## src/rtl/branch_predict_resolve.sv

```systemverilog
`default_nettype none
// ============================================================================
// Module      : branch_predict_resolve
// Description : Direct-mapped 2-bit bimodal predictor with EX-stage branch
//               resolution, misprediction redirect and performance counters.
// Revision    : 1.0 - initial release
// ============================================================================
module branch_predict_resolve #(
    parameter int IDX_W = 6
) (
    input  logic        clk_i,
    input  logic        rst_i,

    input  logic [31:0] if_pc_i,
    output logic        pred_taken_o,

    input  logic        ex_valid_i,
    input  logic        ex_is_br_i,
    input  logic [2:0]  ex_funct3_i,
    input  logic [31:0] ex_pc_i,
    input  logic [31:0] ex_target_i,
    input  logic        ex_pred_taken_i,

    input  logic        br_less_i,
    input  logic        br_equal_i,
    output logic        br_unsign_o,

    output logic        redirect_o,
    output logic [31:0] redirect_pc_o,
    output logic        flush_o,

    output logic [31:0] br_cnt_o,
    output logic [31:0] mispred_cnt_o
);

    localparam int         c_DEPTH     = 2 ** IDX_W;
    localparam logic [1:0] c_CTR_RESET = 2'b01;
    localparam logic [1:0] c_CTR_MAX   = 2'b11;
    localparam logic [1:0] c_CTR_MIN   = 2'b00;

    logic [1:0]       r_table [c_DEPTH];
    logic [31:0]      r_br_cnt;
    logic [31:0]      r_mispred_cnt;

    logic [IDX_W-1:0] w_if_idx;
    logic [IDX_W-1:0] w_ex_idx;
    logic             w_legal;
    logic             w_taken;
    logic             w_res;
    logic             w_mispred;
    logic [1:0]       w_cur_ctr;
    logic [1:0]       w_next_ctr;
    logic [31:0]      w_fallthru_pc;
    logic             w_unused;

    assign w_if_idx = if_pc_i[IDX_W+1:2];
    assign w_ex_idx = ex_pc_i[IDX_W+1:2];

    // Table read is a plain mux: a same-cycle EX update is not bypassed.
    assign pred_taken_o = r_table[w_if_idx][1];

    // funct3[1] separates the unsigned compares (BLTU/BGEU) from the signed.
    assign br_unsign_o = ex_funct3_i[1];

    always_comb begin
        w_legal = 1'b1;
        w_taken = 1'b0;
        case (ex_funct3_i)
            3'b000:          w_taken = br_equal_i;
            3'b001:          w_taken = ~br_equal_i;
            3'b100, 3'b110:  w_taken = br_less_i;
            3'b101, 3'b111:  w_taken = ~br_less_i;
            default:         w_legal = 1'b0;
        endcase
    end

    assign w_res     = ex_valid_i & ex_is_br_i & w_legal;
    assign w_mispred = w_res & (w_taken != ex_pred_taken_i);

    assign redirect_o = w_mispred & ~rst_i;
    assign flush_o    = redirect_o;

    assign w_fallthru_pc = ex_pc_i + 32'd4;
    assign redirect_pc_o = w_taken ? ex_target_i : w_fallthru_pc;

    // Training uses the stored counter, not the prediction carried down the pipe.
    assign w_cur_ctr = r_table[w_ex_idx];

    always_comb begin
        w_next_ctr = w_cur_ctr;
        if (w_taken) begin
            if (w_cur_ctr != c_CTR_MAX) begin
                w_next_ctr = w_cur_ctr + 2'd1;
            end
        end else begin
            if (w_cur_ctr != c_CTR_MIN) begin
                w_next_ctr = w_cur_ctr - 2'd1;
            end
        end
    end

    always_ff @(posedge clk_i) begin
        if (rst_i) begin
            for (int i = 0; i < c_DEPTH; i++) begin
                r_table[i] <= c_CTR_RESET;
            end
        end else if (w_res) begin
            r_table[w_ex_idx] <= w_next_ctr;
        end
    end

    always_ff @(posedge clk_i) begin
        if (rst_i) begin
            r_br_cnt      <= 32'd0;
            r_mispred_cnt <= 32'd0;
        end else if (w_res) begin
            r_br_cnt <= r_br_cnt + 32'd1;
            if (w_mispred) begin
                r_mispred_cnt <= r_mispred_cnt + 32'd1;
            end
        end
    end

    assign br_cnt_o      = r_br_cnt;
    assign mispred_cnt_o = r_mispred_cnt;

    assign w_unused = ^{if_pc_i[31:IDX_W+2], if_pc_i[1:0]};

endmodule
`default_nettype wire

```

## config.mk

```make
export PLATFORM = sky130hd
export DESIGN_NAME = branch_predict_resolve
export DESIGN_NICKNAME = d
export VERILOG_FILES = /design/src/rtl/branch_predict_resolve.sv
export SDC_FILE = /design/constraint.sdc
export NUM_CORES = 1
export LEC_CHECK = 0
export CAP_MARGIN = 20
export CORE_MARGIN = 10
export CORE_UTILIZATION = 57
export DETAILED_ROUTE_END_ITERATION = 6
export PLACE_DENSITY = 0.86
export SETUP_SLACK_MARGIN = 0.5
export SLEW_MARGIN = 20
export SYNTH_ARGS = -nofsm -noshare
export SYNTH_HDL_FRONTEND = slang
export SYNTH_SLANG_ARGS = --single-unit
```

## constraint.sdc

```tcl
create_clock -name clk_i -period 7.8 [get_ports clk_i]
set_input_delay 2.34 -clock clk_i [delete_from_list [all_inputs] [get_ports clk_i]]
set_output_delay 2.34 -clock clk_i [all_outputs]
set_load 0.1 [all_outputs]
```

==> flow_metrics.tcl, run 1 <==
set metrics [dict create \
    synth_warnings 0 \
    place_ws_ns 0.429 \
    clkSinkCount 192 \
    hold_class "reg -> reg" \
    r2r_slack_ns 4.53 \
    hold_start "mispred_cnt_o[1]" \
    timing.fmax_ghz 0.138 \
    drc_errors 0 \
    setup_tns_ns 0 \
    insertion_delay_ns 0.44 \
    drive_gt1_share_pct 14.5 \
    setup_viol 0 \
    synth_adder_area_share_pct 0.555 \
    fin_hold_ws_ns 0.492 \
    die_area_mm2 0.0249 \
    place.gp.congestion 1.01 \
    powerDensity_mw_per_mm2 187 \
    pwr-share-seq_pct 43.6 \
    max_slew_margin_pct 31.6 \
    ant_nets 0 \
    synth-compound-area-share_pct 7.99 \
    start_kind "input pin" \
    layout_common_cells "168 x nor2_1, 142 x clkdlybuf4s50_1, 128 x edfxtp_1, 103 x nand2_1, 90 x nand3_1" \
    routed_wl_mm 32.5 \
    first_pass_iters 6 \
    overflow 0 \
    grt_pass1_wl_mm 50.6 \
    fp.dieW_um 158 \
    syn_area_mm2 0.0108 \
    clock_path_buffers 2 \
    crit_arrival_ns 4.89 \
    clk_pin_slew_ns 0.07 \
    antenna_cells 0 \
    clockPowerShare_pct 33.2 \
    hold_path_depth 2 \
    end_kind "primary output" \
    num_vias 9336 \
    netlist_instances 1094 \
    synth_seq_area_share_pct 47.3 \
    crit_path_max_fanout 16 \
    nFillCells 1271 \
    num_rows 50 \
    r2r_start "r_table[39][0]" \
    fin_crit_ns 7.23 \
    ys.flop_type "edfxtp_1" \
    outcome "completed" \
    synth_cell_types 62 \
    start_util_pct 57.9 \
    p_int_mw 1.76 \
    grt_pass1_vias 9312 \
    routed_via_density 6.28 \
    clock_skew_ns 0.00979 \
    multiInputGateArea_mm2 0.00529 \
    syn_to_final_growth_pct 25.8 \
    antenna_found_initial 0 \
    ys_seq_elements 192 \
    port_buffers 179 \
    rsz0062_at_grt "no" \
    worst_pin_slew_ns 1.02 \
    syn_nets 1203 \
    utilization_pct 72.8 \
    fin_nets 1348 \
    p_comb_share_pct 23.2 \
    hold_viol 0 \
    num_io_pins 206 \
    register_area_mm2 0.00512 \
    irDropWorstVdd_v 0.000189 \
    hpwl_mm 22.3 \
    coreArea_mm2 0.0187 \
    ys_async_sr_fraction_pct 0 \
    grt_max_degree 104 \
    synth_top_family_by_area "simple AND/OR/NAND/NOR gates" \
    avgSynthCellArea_um2 9.90 \
    ctsHtreeMaxLevel 4 \
    drv_cap 0 \
    r2r_cells 8 \
    switchingPower_uw 790 \
    cts_tree "yes" \
    cts_hold_buf 0 \
    p_leak_nw 4.54 \
    numCtsBuffers 17 \
    synth_mux_area_share_pct 7.81 \
    setup_ws_ns 0.572 \
    whs_endpoint "mispred_cnt_o[1]" \
    cts_root_buffer "clkbuf_16" \
    wl_per_cell_um 21.9 \
    critical_path_class "in -> out" \
    die_h_um 158 \
    final_common_cell "nor2_1" \
    period_share_pct 92.7 \
    required_ns 5.46 \
    drt_iter0_markers 1268 \
    synth_xor_area_share_pct 7.12 \
    globalRouteTotalUtil_pct 25.9 \
    drv_slew 0 \
    synth_edf_count 128 \
    reg2reg_to "r_table[24][1]" \
    swShare_pct 31.0 \
    yosys.area_share.simple_pct 24.4 \
]
==> worst max-delay path: stages <==
cell and delay, ns:
clkdlybuf4s50_1 0.50, buf_8 0.24, mux4_2 0.57, mux4_2 0.53, mux4_2 0.52, buf_12 0.19
==> how the worst max path moves through the flow <==
stage,startpoint,to,slack (ns),cells past startpoint
2_1_floorplan,ex_pc_i[4],redirect_pc_o[30],0.58,10
3_3_place_gp,if_pc_i[2],pred_taken_o,0.53,6
3_5_place_dp,ex_pc_i[2],redirect_pc_o[30],0.43,9
4_1_cts,ex_pc_i[3],redirect_pc_o[25],0.53,10
5_1_grt,if_pc_i[2],pred_taken_o,0.53,6
6_report,if_pc_i[2],pred_taken_o,0.57,6
==> metrics by stage <==
| stage | std cells | cell area [µm²] | power [mW] |
|---|---|---|---|
| finish | 1486 | 13600 | 2.54 |
| global route | 1486 | 13600 | 2.61 |
| CTS | 1484 | 13600 | 2.54 |
| detailed placement | 1452 | 13000 | 1.71 |
| global placement | 1452 | 13000 | 1.70 |
| floorplan | 1094 | 10900 | 1.52 |
==> power groups by stage <==
stage	Sequential (mW)	Clock, mW	Combinational, mW
2_1_floorplan	1.13	0	0.386
3_3_place_gp	1.13	0	0.573
3_5_place_dp	1.13	0	0.580
4_1_cts	1.11	0.846	0.583
5_1_grt	1.11	0.889	0.610
6_report	1.11	0.846	0.589
==> metal layers <==
metal | GRT usage [%] | vias to the layer above | wire length (µm)
li1 | - | 4212 | -
met4 | 10.6 | 0 | 1050
met3 | 8.93 | 103 | 4070
met2 | 41.9 | 604 | 15900
met1 | 31.0 | 4417 | 11500
met5 | 0 | - | 0
==> cells in the mapped netlist, types with 5 or more instances <==
master      n  area [µm²]
o221ai_1    5        43.8
mux4_2     24         541
or3_1       9        56.3
dfxtp_1    64        1280
nand4_1    14        87.6
o21ai_0    12        60.1
nand2b_1   43         269
nor4_1      8        50.1
buf_4      15         113
clkbuf_1   34         128
o21bai_1    5        37.5
buf_1       6        22.5
o22a_1      5        43.8
and2_1      5        31.3
a221oi_1   18         158
a21o_1      8        60.1
nand3_1    90         450
nor3_1     29         145
and3_1     14        87.6
nor2_1    168         631
or2_2      16         100
nand2_1   103         387
nor4_2      5        62.6
xor2_1     49         429
edfxtp_1  128        3840
a21oi_1    41         205
nor2b_1     8        50.1
mux2_2     12         135
inv_1      11        41.3
a22oi_1    15         113
mux2i_1    17         170
buf_2      12        60.1
xnor2_1    39         342
and4_1     11        96.3
buf_6      13         146
==> area by class of cell <==
cell class,instances,share of cell area (%)
clock inverter,11,0.542
clock buffer,21,3.62
multi-input combinational,810,38.8
inverter,11,0.303
sequential,192,37.6
tap,234,2.15
timing repair buffer,207,16.9
==> state kept, by name (all words and copies together) (netlist names) <==
name,count
br_cnt_o,32
mispred_cnt_o,32
r_table,128
==> timing repair <==
item	in CTS	in global routing
gates resized for setup	3	4
pin swaps	0	1
setup buffers	0	2
setup endpoints to repair	7	7
==> cell families (layout without fill, tap and decap cells) <==
family | count (synthesis) | after routing
and+or+nand+nor | 538 | 538
DFF | 192 | 192
AOI/OAI and AO/OA | 126 | 126
buffers and inverters | 92 | 250
xor gates and xnor gates | 88 | 88
muxes | 53 | 53
adders and majority gates | 5 | 5
Power figures use the tool's default switching activity.
==> run 2, diff against run 1 <==
--- a/config.mk
+++ b/config.mk
@@ -5,10 +5,11 @@
 export SDC_FILE = /design/constraint.sdc
 export NUM_CORES = 1
 export LEC_CHECK = 0
-export CAP_MARGIN = 20
+export CORE_ASPECT_RATIO = 1.2
 export CORE_MARGIN = 10
 export CORE_UTILIZATION = 57
 export DETAILED_ROUTE_END_ITERATION = 6
+export GPL_TIMING_DRIVEN = 0
 export PLACE_DENSITY = 0.86
 export SETUP_SLACK_MARGIN = 0.5
 export SLEW_MARGIN = 20
==> flow_metrics.tcl, run 2 (synthesized netlist as in run 1, its figures left out) <==
set metrics [dict create \
    crit_path_max_fanout 10 \
    nFillCells 1373 \
    largest_register_ffs 128 \
    r2r_start "r_table[21][0]" \
    overflow 0 \
    first_pass_iters 7 \
    hold_class "reg -> reg" \
    hpwl_mm 26.8 \
    worst_pin_slew_ns 1.03 \
    path_buf_inv 4 \
    r2r_slack_ns 5.15 \
    globalRouteTotalUtil_pct 28.7 \
    period_share_pct 93.5 \
    drv_cap 0 \
    numCtsBuffers 17 \
    cp-endpoint "redirect_pc_o[29]" \
    crit_path_start "ex_pc_i[2]" \
    end_kind "primary output" \
    clk_pin_slew_ns 0.07 \
    antenna_found_initial 0 \
    drt_iter0_markers 1263 \
    crit_cells 11 \
    layout_common_cells "165 x nor2_1, 139 x clkdlybuf4s50_1, 128 x edfxtp_1, 103 x nand2_1, 90 x nand3_1" \
    outcome "complete, but fails checks" \
    grt_pass1_vias 9687 \
    num_vias 9754 \
    required_ns 5.46 \
    port_buffers 174 \
    die_h_um 171 \
    ctsHtreeMaxLevel 4 \
    setup_viol 0 \
    setup_tns_ns 0 \
    insertion_delay_ns 0.45 \
    critical_path_class "in -> out" \
    max_slew_margin_pct 31.2 \
    fin_hold_ws_ns 0.504 \
    num_io_pins 206 \
    place_ws_ns -0.700 \
    r2r_cells 9 \
    coreArea_mm2 0.0188 \
    dpl_cell_area_mm2 0.0130 \
    stdcell_count 1560 \
    wl_per_cell_um 23.3 \
    utilization_pct 72.8 \
    p_leak_nw 4.56 \
    antenna_cells 0 \
    start_util_pct 57.6 \
    fp.dieW_um 146 \
    rsz0062_at_grt "yes" \
    die_area_mm2 0.0249 \
    top_register "r_table" \
    clkSinkCount 192 \
    hold_viol 0 \
    clock_path_buffers 2 \
    critPathSlowestCell "dlygate4sd2_1" \
    drive_gt1_share_pct 15.8 \
    grt_pass1_wl_mm 55.2 \
    routed_via_density 6.25 \
    reg2reg_to "r_table[5][1]" \
    drc_errors 2 \
    start_kind "input pin" \
    irDropWorstVdd_v 0.000123 \
    ant_nets 0 \
    crit_family "simple AND/OR/NAND/NOR gates" \
    crit_arrival_ns 4.95 \
    power_mw 2.60 \
    stdcell_area_mm2 0.0137 \
    dp.cells 1526 \
    cts_hold_buf 0 \
    final_common_cell "nor2_1" \
    path_cells "dlygate4sd2_1, buf_4, and3_4, nand3_2, or3_4, or3_1, clkbuf_2, nor2_1, xnor2_1, a21oi_2, buf_12" \
    syn_to_final_growth_pct 26.4 \
    cts_root_buffer "clkbuf_16" \
    routed_wl_mm 36.4 \
    slowest_delay_ns 0.44 \
    timing.fmax_ghz 0.137 \
    violations "design-rule violations" \
    drv_slew 0 \
    powerDensity_mw_per_mm2 190 \
    num_rows 55 \
    fin_nets 1400 \
    fin_crit_ns 7.29 \
    cts_tree "yes" \
    setup_ws_ns 0.507 \
    grt_max_degree 18 \
    clock_skew_ns 0.00955 \
    place.gp.congestion 1.01 \
]
==> run 2: worst reg2reg max path, cell delays in order (launching register included) <==
cell and delay, ns:
edfxtp_1 0.37, mux2_2 0.29, a221oi_1 0.33, o22ai_1 0.12, a22oi_1 0.33, and4_1 0.26
maj3_2 0.18, buf_4 0.21, buf_6 0.20, nor3_1 0.07
==> run 2: final cells by class <==
type,instances,area (µm²),area share [%]
Timing Repair Buffer,178,1790,13.1
Inverter,11,41.3,0.302
Clock inverter,11,120,0.878
Buffer,81,492,3.59
Tap cell,256,320,2.34
Clock buffer,21,492,3.59
Sequential cell,192,5120,37.5
Multi-Input combinational cell,810,5310,38.8
==> run 2: what timing repair did <==
action                                 4_1_cts  5_1_grt
setup endpoints to repair                   35       20
gates resized for setup                    140       27
buffers inserted                             1        0
pin swaps                                    1        2
endpoints found under the hold margin        0        0
==> run 2: routing by layer <==
layer	up-vias	wire length (µm)	share of wire [%]	global-route usage, %
met5	-	0	0	0
met4	0	2310	6.3	17.4
met3	154	4580	13	9.67
met2	699	16900	46	47.2
met1	4573	12600	35	31.7
li1	4328	-	-	-
==> run 2: how the worst min path moves through the flow <==
stage                     startpoint  slack (ns)          endpoint  depth (start not counted)
global placement    mispred_cnt_o[6]        0.49  mispred_cnt_o[6]                          2
global route        mispred_cnt_o[1]        0.53  mispred_cnt_o[1]                          2
CTS                 mispred_cnt_o[1]        0.50  mispred_cnt_o[1]                          2
finish              mispred_cnt_o[1]        0.50  mispred_cnt_o[1]                          2
detailed placement  mispred_cnt_o[1]        0.49  mispred_cnt_o[1]                          2
floorplan           mispred_cnt_o[1]        0.91  mispred_cnt_o[1]                          2
==> run 2: report_power, final <==
part	leakage, nW	total, mW	switching [mW]	internal, mW
clock	0.304	0.905	0.411	0.493
combinational	2.60	0.582	0.400	0.182
sequential	1.66	1.11	0.0118	1.10
==> run 3, diff against run 2 <==
--- a/config.mk
+++ b/config.mk
@@ -6,7 +6,6 @@
 export NUM_CORES = 1
 export LEC_CHECK = 0
 export CORE_ASPECT_RATIO = 1.2
-export CORE_MARGIN = 10
 export CORE_UTILIZATION = 57
 export DETAILED_ROUTE_END_ITERATION = 6
 export GPL_TIMING_DRIVEN = 0
==> flow_metrics.tcl, run 3 (synthesized netlist as in run 1, its figures left out) <==
set metrics [dict create \
    drive_gt1_share_pct 15.4 \
    num_io_pins 206 \
    wl_per_cell_um 22.5 \
    worst_pin_slew_ns 1.13 \
    max_slew_margin_pct 24.6 \
    drc_errors 1 \
    antenna_cells 0 \
    crit_path_start "ex_pc_i[4]" \
    crit_arrival_ns 4.92 \
    hold_start "br_cnt_o[30]" \
    antenna_found_initial 0 \
    ctsHtreeMaxLevel 4 \
    start_util_pct 58.9 \
    layout_common_cells "167 x nor2_1, 136 x clkdlybuf4s50_1, 128 x edfxtp_1, 103 x nand2_1, 90 x nand3_1" \
    routed_via_density 6.39 \
    utilization_pct 74.4 \
    clkSinkCount 192 \
    numCtsBuffers 17 \
    place.gp.congestion 1.01 \
    power_mw 2.61 \
    final_common_cell "nor2_1" \
    swShare_pct 32.0 \
    first_pass_iters 7 \
    num_rows 54 \
    stdcell_count 1554 \
    critical_path_class "in -> out" \
    cts_tree "yes" \
    rsz0062_at_grt "yes" \
    powerDensity_mw_per_mm2 191 \
    setup_viol 0 \
    clock_path_buffers 2 \
    cts_root_buffer "clkbuf_16" \
    drv_slew 0 \
    start_kind "input pin" \
    switchingPower_uw 833 \
    port_buffers 174 \
    fin_crit_ns 7.26 \
    grt_max_degree 19 \
    stdcell_area_mm2 0.0137 \
    p_comb_share_pct 22.1 \
    clk_pin_slew_ns 0.07 \
    dpl_cell_area_mm2 0.0130 \
    num_vias 9926 \
    clock_skew_ns 0.0132 \
    top_register "r_table" \
    setup_tns_ns 0 \
    outcome "complete, but fails checks" \
    p_int_mw 1.77 \
    die_h_um 153 \
    period_share_pct 93.0 \
    dp.cells 1521 \
    insertion_delay_ns 0.45 \
    globalRouteTotalUtil_pct 36.2 \
    grt_pass1_wl_mm 52.5 \
    hold_class "reg -> reg" \
    timing.fmax_ghz 0.138 \
    place_ws_ns -0.730 \
    setup_ws_ns 0.544 \
    coreArea_mm2 0.0184 \
    drt_iter0_markers 1086 \
    irDropWorstVdd_v 0.000140 \
    overflow 0 \
    drv_cap 0 \
    routed_wl_mm 35.0 \
    fp.dieW_um 128 \
    r2r_start "br_cnt_o[2]" \
    crit_path_max_fanout 10 \
    largest_register_ffs 128 \
    hpwl_mm 24.8 \
    clockPowerShare_pct 35.3 \
    required_ns 5.46 \
    hold_viol 0 \
    die_area_mm2 0.0195 \
    fin_nets 1398 \
    p_leak_nw 4.56 \
    syn_to_final_growth_pct 26.3 \
    violations "design-rule violations" \
    pwr-share-seq_pct 42.6 \
    ant_nets 0 \
    grt_pass1_vias 9588 \
    fin_hold_ws_ns 0.512 \
    end_kind "primary output" \
]
run 3: cell count changes in the layout (fill, tap and decap cells not counted), sizes merged:
cell,delta
clkdlybuf4s50,-3
inv,+3
buf,-2
clkbuf,-2
clkdlybuf4s15,+2
clkinv,-2
dlymetal6s2s,+2
bufinv,-1
clkdlybuf4s18,+1
run 3: worst paths after layout:
path / end / slack [ns] / cells past startpoint
max: redirect_pc_o[22] / 0.54 / 10
min: br_cnt_o[30] / 0.51 / 2
max reg2reg: br_cnt_o[31] / 5.11 / 7
min reg2reg: br_cnt_o[30] / 0.51 / 2
run 3: power by group through the flow:
stage / sequential (mW) / clock (mW) / combinational (mW)
after floorplan: 1.13 / 0 / 0.386
after global placement: 1.13 / 0 / 0.559
after detailed placement: 1.13 / 0 / 0.565
after CTS: 1.11 / 0.911 / 0.563
after global routing: 1.11 / 0.946 / 0.596
final: 1.11 / 0.920 / 0.577
run 3: area by class of cell:
cell class / instances / area [µm²]
Multi-Input combinational cell: 810 / 5310
Buffer: 81 / 495
Clock buffer: 21 / 526
Fill cell: 1333 / 4700
Inverter: 11 / 41.3
Sequential cell: 192 / 5120
Clock inverter: 11 / 103
Timing Repair Buffer: 176 / 1760
Tap cell: 252 / 315
run 3: worst max-delay path, cell delays in order:
cell,delay [ns]
buf_2,0.17
buf_4,0.26
buf_4,0.26
buf_4,0.25
nand4_1,0.28
nor4_4,0.38
nand3_1,0.13
xor2_1,0.16
a21oi_2,0.12
clkdlybuf4s18_2,0.54
run 3: metal layers:
| layer | GRT usage, % | up-vias | share of wire (%) | routed length (µm) |
|---|---|---|---|---|
| met4 | 25.4 | 0 | 7.6 | 2670 |
| met3 | 11.7 | 220 | 12 | 4290 |
| met1 | 39.5 | 4629 | 34 | 11900 |
| met2 | 59.2 | 757 | 46 | 16200 |
| met5 | 0 | - | 0 | 0 |
| li1 | - | 4320 | - | - |
run 3: what timing repair did:
item,in CTS,in global routing
pin swaps,2,1
hold buffers,0,0
setup buffers,1,0
setup endpoints to repair,35,28
resized for setup,148,18
